[src/rtl/unidade_execucao_if.sv]
// Instruction handshake and register-bank port bundle for unidade_execucao.
// The sequencer uses the slave side; the bank/issue environment uses the master side.
interface unidade_execucao_if #(
    parameter int unsigned LARGURA_DADO = 16,
    parameter int unsigned LARGURA_END  = 4
);
    logic [15:0]             instr;
    logic                    instr_valid;
    logic                    instr_ready;
    logic [LARGURA_END-1:0]  endereco_reg1;
    logic [LARGURA_END-1:0]  endereco_reg2;
    logic [LARGURA_DADO-1:0] conteudo_reg1;
    logic [LARGURA_DADO-1:0] conteudo_reg2;
    logic [LARGURA_END-1:0]  endereco_escrita;
    logic [LARGURA_DADO-1:0] conteudo_escrita;
    logic                    enable_escrita;
    logic                    flag_zero;
    logic                    flag_carry;
    logic                    erro_instr;

    modport slave (
        input  instr, instr_valid, conteudo_reg1, conteudo_reg2,
        output instr_ready, endereco_reg1, endereco_reg2, endereco_escrita,
        output conteudo_escrita, enable_escrita, flag_zero, flag_carry, erro_instr
    );

    modport master (
        output instr, instr_valid, conteudo_reg1, conteudo_reg2,
        input  instr_ready, endereco_reg1, endereco_reg2, endereco_escrita,
        input  conteudo_escrita, enable_escrita, flag_zero, flag_carry, erro_instr
    );
endinterface

[src/rtl/unidade_execucao.sv]
// Four-cycle decode/execute sequencer driving a 16x16 register bank:
// fetch operands, run the ALU, then issue one write-back cycle.
module unidade_execucao #(
    parameter int unsigned LARGURA_DADO = 16,
    parameter int unsigned LARGURA_END  = 4
) (
    input logic                clk,
    input logic                rst_n,
    unidade_execucao_if.slave  bus
);
    typedef enum logic [1:0] {StIdle, StLeitura, StExecuta, StEscrita} estado_e;

    localparam logic [3:0] OpAdd = 4'h0;
    localparam logic [3:0] OpSub = 4'h1;
    localparam logic [3:0] OpAnd = 4'h2;
    localparam logic [3:0] OpOr  = 4'h3;
    localparam logic [3:0] OpXor = 4'h4;
    localparam logic [3:0] OpShl = 4'h5;
    localparam logic [3:0] OpShr = 4'h6;
    localparam logic [3:0] OpLdi = 4'h7;
    localparam logic [3:0] OpMov = 4'h8;
    localparam logic [3:0] OpNop = 4'hF;

    estado_e                 estado_q, estado_d;
    logic [15:0]             instr_q, instr_d;
    logic [LARGURA_DADO-1:0] op_a_q, op_a_d, op_b_q, op_b_d;
    logic [LARGURA_DADO-1:0] result_q, result_d;
    logic                    zero_q, zero_d, carry_q, carry_d;

    logic [3:0]              opcode;
    logic [LARGURA_DADO:0]   soma;
    logic [LARGURA_DADO-1:0] alu_res;
    logic                    alu_carry;
    logic                    op_escreve, op_ilegal, op_flags;

    assign opcode     = instr_q[15:12];
    assign op_escreve = (opcode <= OpMov);
    assign op_ilegal  = (opcode > OpMov) && (opcode != OpNop);
    assign op_flags   = (opcode <= OpShr);

    always_comb begin
        soma      = '0;
        alu_res   = '0;
        alu_carry = 1'b0;
        case (opcode)
            OpAdd: begin
                soma      = {1'b0, op_a_q} + {1'b0, op_b_q};
                alu_res   = soma[LARGURA_DADO-1:0];
                alu_carry = soma[LARGURA_DADO];
            end
            // The extra top bit of the widened difference is the unsigned borrow.
            OpSub: begin
                soma      = {1'b0, op_a_q} - {1'b0, op_b_q};
                alu_res   = soma[LARGURA_DADO-1:0];
                alu_carry = soma[LARGURA_DADO];
            end
            OpAnd:   alu_res = op_a_q & op_b_q;
            OpOr:    alu_res = op_a_q | op_b_q;
            OpXor:   alu_res = op_a_q ^ op_b_q;
            OpShl:   alu_res = op_a_q << op_b_q[3:0];
            OpShr:   alu_res = op_a_q >> op_b_q[3:0];
            OpLdi:   alu_res = {{(LARGURA_DADO-8){1'b0}}, instr_q[7:0]};
            OpMov:   alu_res = op_a_q;
            default: alu_res = '0;
        endcase
    end

    always_comb begin
        estado_d = estado_q;
        instr_d  = instr_q;
        op_a_d   = op_a_q;
        op_b_d   = op_b_q;
        result_d = result_q;
        zero_d   = zero_q;
        carry_d  = carry_q;
        case (estado_q)
            StIdle: begin
                if (bus.instr_valid) begin
                    instr_d  = bus.instr;
                    estado_d = StLeitura;
                end
            end
            StLeitura: begin
                op_a_d   = bus.conteudo_reg1;
                op_b_d   = bus.conteudo_reg2;
                estado_d = StExecuta;
            end
            StExecuta: begin
                result_d = alu_res;
                if (op_flags) begin
                    zero_d  = (alu_res == '0);
                    carry_d = alu_carry;
                end
                estado_d = StEscrita;
            end
            default: estado_d = StIdle;
        endcase
    end

    always_ff @(posedge clk or negedge rst_n) begin
        if (!rst_n) begin
            estado_q <= StIdle;
            instr_q  <= '0;
            op_a_q   <= '0;
            op_b_q   <= '0;
            result_q <= '0;
            zero_q   <= 1'b0;
            carry_q  <= 1'b0;
        end else begin
            estado_q <= estado_d;
            instr_q  <= instr_d;
            op_a_q   <= op_a_d;
            op_b_q   <= op_b_d;
            result_q <= result_d;
            zero_q   <= zero_d;
            carry_q  <= carry_d;
        end
    end

    // Strobes decode straight from state so reset kills a pending write at once.
    assign bus.instr_ready      = (estado_q == StIdle);
    assign bus.enable_escrita   = (estado_q == StEscrita) && op_escreve;
    assign bus.erro_instr       = (estado_q == StEscrita) && op_ilegal;
    assign bus.endereco_reg1    = instr_q[7:4];
    assign bus.endereco_reg2    = instr_q[3:0];
    assign bus.endereco_escrita = instr_q[11:8];
    assign bus.conteudo_escrita = result_q;
    assign bus.flag_zero        = zero_q;
    assign bus.flag_carry       = carry_q;
endmodule

[src/flat_wrapper.sv]
// flat-port wrapper written by rule: the top's interface ports become plain ports
module unidade_execucao_flat 
#(
    parameter int unsigned LARGURA_DADO = 16,
    parameter int unsigned LARGURA_END  = 4
)
  (clk, rst_n, bus_instr, bus_instr_valid, bus_conteudo_reg1, bus_conteudo_reg2, bus_instr_ready, bus_endereco_reg1, bus_endereco_reg2, bus_endereco_escrita, bus_conteudo_escrita, bus_enable_escrita, bus_flag_zero, bus_flag_carry, bus_erro_instr);
  unidade_execucao_if #(.LARGURA_DADO(LARGURA_DADO), .LARGURA_END(LARGURA_END)) bus_i ();
  input logic clk;
  input logic rst_n;
  input wire logic [$bits(bus_i.instr)-1:0] bus_instr;
  input wire logic [$bits(bus_i.instr_valid)-1:0] bus_instr_valid;
  input wire logic [$bits(bus_i.conteudo_reg1)-1:0] bus_conteudo_reg1;
  input wire logic [$bits(bus_i.conteudo_reg2)-1:0] bus_conteudo_reg2;
  output wire logic [$bits(bus_i.instr_ready)-1:0] bus_instr_ready;
  output wire logic [$bits(bus_i.endereco_reg1)-1:0] bus_endereco_reg1;
  output wire logic [$bits(bus_i.endereco_reg2)-1:0] bus_endereco_reg2;
  output wire logic [$bits(bus_i.endereco_escrita)-1:0] bus_endereco_escrita;
  output wire logic [$bits(bus_i.conteudo_escrita)-1:0] bus_conteudo_escrita;
  output wire logic [$bits(bus_i.enable_escrita)-1:0] bus_enable_escrita;
  output wire logic [$bits(bus_i.flag_zero)-1:0] bus_flag_zero;
  output wire logic [$bits(bus_i.flag_carry)-1:0] bus_flag_carry;
  output wire logic [$bits(bus_i.erro_instr)-1:0] bus_erro_instr;
  assign bus_i.instr = bus_instr;
  assign bus_i.instr_valid = bus_instr_valid;
  assign bus_i.conteudo_reg1 = bus_conteudo_reg1;
  assign bus_i.conteudo_reg2 = bus_conteudo_reg2;
  assign bus_instr_ready = bus_i.instr_ready;
  assign bus_endereco_reg1 = bus_i.endereco_reg1;
  assign bus_endereco_reg2 = bus_i.endereco_reg2;
  assign bus_endereco_escrita = bus_i.endereco_escrita;
  assign bus_conteudo_escrita = bus_i.conteudo_escrita;
  assign bus_enable_escrita = bus_i.enable_escrita;
  assign bus_flag_zero = bus_i.flag_zero;
  assign bus_flag_carry = bus_i.flag_carry;
  assign bus_erro_instr = bus_i.erro_instr;
  unidade_execucao #(.LARGURA_DADO(LARGURA_DADO), .LARGURA_END(LARGURA_END)) u_core (.clk(clk), .rst_n(rst_n), .bus(bus_i));
endmodule
[config.mk]
export PLATFORM = sky130hd
export DESIGN_NAME = unidade_execucao_flat
export DESIGN_NICKNAME = d
export VERILOG_FILES = /design/src/rtl/unidade_execucao_if.sv /design/src/rtl/unidade_execucao.sv /design/src/flat_wrapper.sv
export SDC_FILE = /design/constraint.sdc
export NUM_CORES = 1
export LEC_CHECK = 0
export CORE_AREA = 2 2 93 131
export CTS_CLUSTER_DIAMETER = 100
export DETAILED_ROUTE_END_ITERATION = 8
export DIE_AREA = 0 0 95 133
export GPL_ROUTABILITY_DRIVEN = 0
export PLACE_DENSITY = 0.82
export SYNTH_ARGS = -nofsm -noshare
export SYNTH_HDL_FRONTEND = slang
export SYNTH_SLANG_ARGS = --single-unit
export TNS_END_PERCENT = 1
[constraint.sdc]
create_clock -name clk -period 10.55 [get_ports clk]
set_clock_uncertainty 0.15 [all_clocks]
set_input_delay 2.11 -clock clk [delete_from_list [all_inputs] [get_ports clk]]
set_output_delay 2.11 -clock clk [all_outputs]
set_load 0.02 [all_outputs]
After elaboration in Yosys (flattened, before gate mapping). Cells that the tools add are included.

Register bits after elaboration: 68. Input port bits: 51. Output and inout port bits: 33.

Add/sub/neg operators: 2. Magnitude comparators: 3. Equal/unequal tests: 13. Shift-type cells: 2. Mux-type cells: 4. Bitwise gates (word level): 3. Reductions and logical operators: 8.

Operators with widths (number): one-hot mux 16 bit (9 select lines) (1); adder 16 x 16 -> 17 bit (1); subtractor 16 x 16 -> 17 bit (1); AND 16 bit (1); equality test 4 x 3 -> 1 bit, second input constant (4); logical NOT 16 bit (1); OR 16 bit (1); left shift 16 x 4 -> 16 bit (1); >> shifter 16 x 4 -> 16 bit (1); bitwise XOR 16 bit (1); equality test 4 x 2 -> 1 bit, second input constant (2); one-hot mux 2 bit (3 select lines) (1); equality test 2 bit, second input constant (2); equality test 4 x 1 -> 1 bit, second input constant (1); equality test 4 bit, second input constant (1); > comparator 4 bit, second input constant (1); <= comparator 4 x 3 -> 1 bit, second input constant (1); <= comparator 4 bit, second input constant (1); logical NOT 4 bit (1); != test 4 bit, second input constant (1); AND reduction 2 bit (2); logical AND 1 bit (3); equality test 2 x 1 -> 1 bit, second input constant (1); logical NOT 2 bit (1); other kinds (3) (3).

Logic depth before layout (Yosys ltp).
Word-level depth: 3. Mapped depth: 13. Gate-level depth less buffers: 13.

Least setup slack after synthesis. Ideal clock, no wire load.

Path type: register to output. Start: register u_core.instr_q[13]. End: output bus_enable_escrita. Arrival time: 1.588 ns. Required time: 8.290 ns. Path slack: 6.702 ns. Stages on the path, launching flop included: 6. Cell sequence: dfrtp_1 > buf_2 > buf_2 > nor2_1 > nand2_1 > a21boi_0.

Longest elaborated chain between the ends: 2.

RTL lines: from (decl) (line unidade_execucao.sv:25) `logic [15:0] instr_q, instr_d;`; from (signal assigned) (line unidade_execucao.sv:111) `instr_q <= instr_d;`; <= comparator 4 bit (line unidade_execucao.sv:37) `assign op_escreve = (opcode <= OpMov);`; logical AND 1 bit (line unidade_execucao.sv:122) `assign bus.enable_escrita = (estado_q == StEscrita) && op_escreve;`; to (decl) (line flat_wrapper.sv:20) `output wire logic [$bits(bus_i.enable_escrita)-1:0] bus_enable_escrita;`.

Every way passes these cells.

Worst setup path after layout.
Start: register u_core.op_b_q[2]. End: register u_core.zero_q (netlist: u_core.bus.flag_zero).

Longest elaborated chain between the ends: 3.

RTL lines: from (decl) (line unidade_execucao.sv:26) `logic [LARGURA_DADO-1:0] op_a_q, op_a_d, op_b_q, op_b_d;`; from (signal assigned) (line unidade_execucao.sv:113) `op_b_q <= op_b_d;`; subtractor 16 x 16 -> 17 bit (tied with other cells) (line unidade_execucao.sv:53) `soma = {1'b0, op_a_q} - {1'b0, op_b_q};`; one-hot mux 16 bit (9 select lines) * (line unidade_execucao.sv:45) `case (opcode)`; logical NOT 16 bit * (line unidade_execucao.sv:91) `zero_d = (alu_res == '0);`; to (signal assigned) (line unidade_execucao.sv:115) `zero_q <= zero_d;`; to (decl) (line unidade_execucao.sv:28) `logic zero_q, zero_d, carry_q, carry_d;`.

Every way passes the cells marked *; elsewhere a longest branch is shown, timed or not. A chain may end at the register's enable or synchronous reset.

==> flow_summary.yaml <==
setup_path:
  slowest_stage: "dfrtp_1"
  crit_fanout: 29
  worstPathArrival_ps: 5170
  cp-startpoint: "u_core.op_b_q[2]"
  startpoint_type: "register"
  crit_chain: "clkinv_1, ha_1, nand2b_1, a211oi_1, o22ai_1, o221a_2, mux2i_1, nor3_1, nand3b_1, nor4_1, a32o_1"
  r2r_end: "u_core.bus.flag_zero"
  reg2reg_depth: 11
  r2r_start: "u_core.op_b_q[2]"
  worstSetupPathType: "register to register"
  cp-end-kind: "register"
  rrSetupSlack_ps: 5520
  crit_required_ps: 10690
  cp_slowest_stage_delay_ps: 920
synth:
  synth_commonest_cells: "81 x nand2_1, 74 x nor2_1, 68 x dfrtp_1"
  seq_area_frac_synth_pct: 25.27
  postSynth.asyncResetShare_pct: 100.0
  yosys-top-cells-area: "dfrtp_1 25%, ha_1 9.8%, mux2_2 4.9%, nand2_1 4.5%, mux2i_1 4.3%"
  synth_nets: 923
  avgSynthCellArea_um2: 8.241
  yosys.area.top_type: "dfrtp_1"
  synth-edff-count: 0
  synth.most_common_cell: "nand2_1"
  netlist_instances: 817
  synthDominantCellAreaShare_pct: 25.27
  ys.flop_type: "dfrtp_1"
  netlist_area_um2: 6733
  synth_warnings: 0
  synth.distinct_cells: 83
  ys_ff_latch: 68
run:
  drv_cap: 0
floorplan:
  io_pins: 84
  core-area_um2: 11580
  die_h_um: 133
  fp.dieArea_um2: 12640
  row_count: 47
  start_util_pct: 58.12
  fp.dieW_um: 95
drt:
  wirelength_mm: 23.67
  vias: 7147
  drtIter0Drc: 1300
  antenna_left: 0
  drcViolationCount: 9
  wire_per_inst_um: 23.46
  drt_first_pass_iters: 9
  vias_per_cell: 7.083
run_status:
  status: "complete, but fails checks"
  failed_checks: "DRC"
sta:
  worst_pin_slew_ps: 1334
  period_minus_slack_ps: 5030
  finalHoldViolations: 0
  drv_slew: 0
  fin_crit_sh_pct: 47.68
  finalSetupViolations: 0
  tns_ps: 0
  rsz0062_at_grt: "no"
  relSlewSlack_pct: 10.80
  max_freq_mhz: 198.8
grt:
  grt_pass1_vias: 7008
  grt_max_degree: 69
  grt_usage_pct: 38.49
  grt_remaining_overflow: 0
  antenna_found_initial: 0
  grt_pass1_wl_mm: 36.82
worst_hold_path:
  hold_path.class: "register to register"
  hold_path_end: "u_core.instr_q[11]"
  min_path_cells: 1
  hp-start: "u_core.instr_q[11]"
clock_network:
  cts-hold-fix-buffers: 0
  clkTransAtPathRegs_ps: 60
  cts_buffer_depth: 2
  htree_num_levels: 3
  cts_sinks: 68
  post-cts-setup-buffer-count: 0
  cts-resized-gates: 0
  cts_root_buf: "clkbuf_16"
  insertion_delay_ps: 350
  cts_tree: "built"
  cts_buffers: 9
final_layout:
  antenna_cells: 0
  final_nets: 964
  areaGrowthSynthToFinish_pct: 16.17
  drive_gt1_share_pct: 8.933
placement:
  place_hpwl_mm: 16.57
  portBuffers: 83
==> logic make-up after synthesis <==
| kind of cell | Yosys count | synth area share, % |
|---|---|---|
| xor gates and xnor gates | 5 | 0.6504 |
| adders and majority gates | 55 | 10.44 |
| buffers and inverters | 112 | 7.229 |
| AOI/OAI and AO/OA | 234 | 24.09 |
| DFF | 68 | 25.27 |
| muxes | 68 | 12.17 |
| and+or+nand+nor | 275 | 20.14 |
==> flip-flops by register name, summed over array words and instances (netlist names) <==
register / cells
u_core.bus.conteudo_escrita: 16
u_core.instr_q: 16
u_core.op_a_q: 16
u_core.op_b_q: 16
u_core.estado_q: 2
u_core.bus.flag_carry: 1
u_core.bus.flag_zero: 1
==> through the flow <==
stage	area, um2	hold slack (ps)	instances	setup slack, ps	util, %
after floorplan	6733	330.7	817	6702	-
after global placement	7510	334.4	994	5909	64.82
after detailed placement	7510	349.0	994	5765	64.82
after CTS	7816	363.9	1009	5745	67.47
after global routing	7821	386.4	1009	5224	67.51
final	7821	358.9	1009	5520	67.51
==> worst max-delay path: cells and delay by family (launching register included) <==
family                     cells  cell delay [ps]
AOI/OAI and AO/OA              4             1320
and+or+nand+nor                4              960
DFF                            1              920
buffers and inverters          1              790
adders and majority gates      1              680
muxes                          1              140
==> cells in the final DEF (no fill, tap or decap), types with 19 or more instances in the layout <==
cell / instances
clkdlybuf4s50_1: 82
nand2_1: 81
nor2_1: 74
dfrtp_1: 68
o21ai_0: 55
ha_1: 52
inv_1: 46
a21oi_1: 41
mux2_2: 29
mux2i_1: 29
nor3_1: 21
a211oi_1: 19
==> cell type report <==
type                       instances  area [um2]
inverter                          51       191.4
sequential                        68        1702
fill                             947        3764
tap                              147       183.9
timing repair buffer              91       885.9
clock inverter                     5       77.57
multi-input combinational        637        4552
clock buffer                      10       229.0
==> layer usage <==
layer | GRT usage (%) | vias up | wire [um]
met1 | 43.35 | 3216 | 7961
met4 | 31.64 | 0 | 2452
met5 | 0 | - | 0
met3 | 14.18 | 229 | 2963
li1 | - | 3087 | -
met2 | 57.05 | 615 | 10290
==> worst max path at each step <==
stage | to | slack, ps | cells past startpoint
floorplan | bus_enable_escrita | 6700 | 5
global placement | u_core.bus.flag_zero | 5910 | 11
detailed placement | u_core.bus.flag_zero | 5760 | 11
CTS | u_core.bus.flag_zero | 5750 | 11
global route | u_core.bus.flag_zero | 5220 | 11
finish | u_core.bus.flag_zero | 5520 | 11
Power is not shown: default switching activity piles up to over one toggle a cycle in this logic, so the estimate is an artifact.
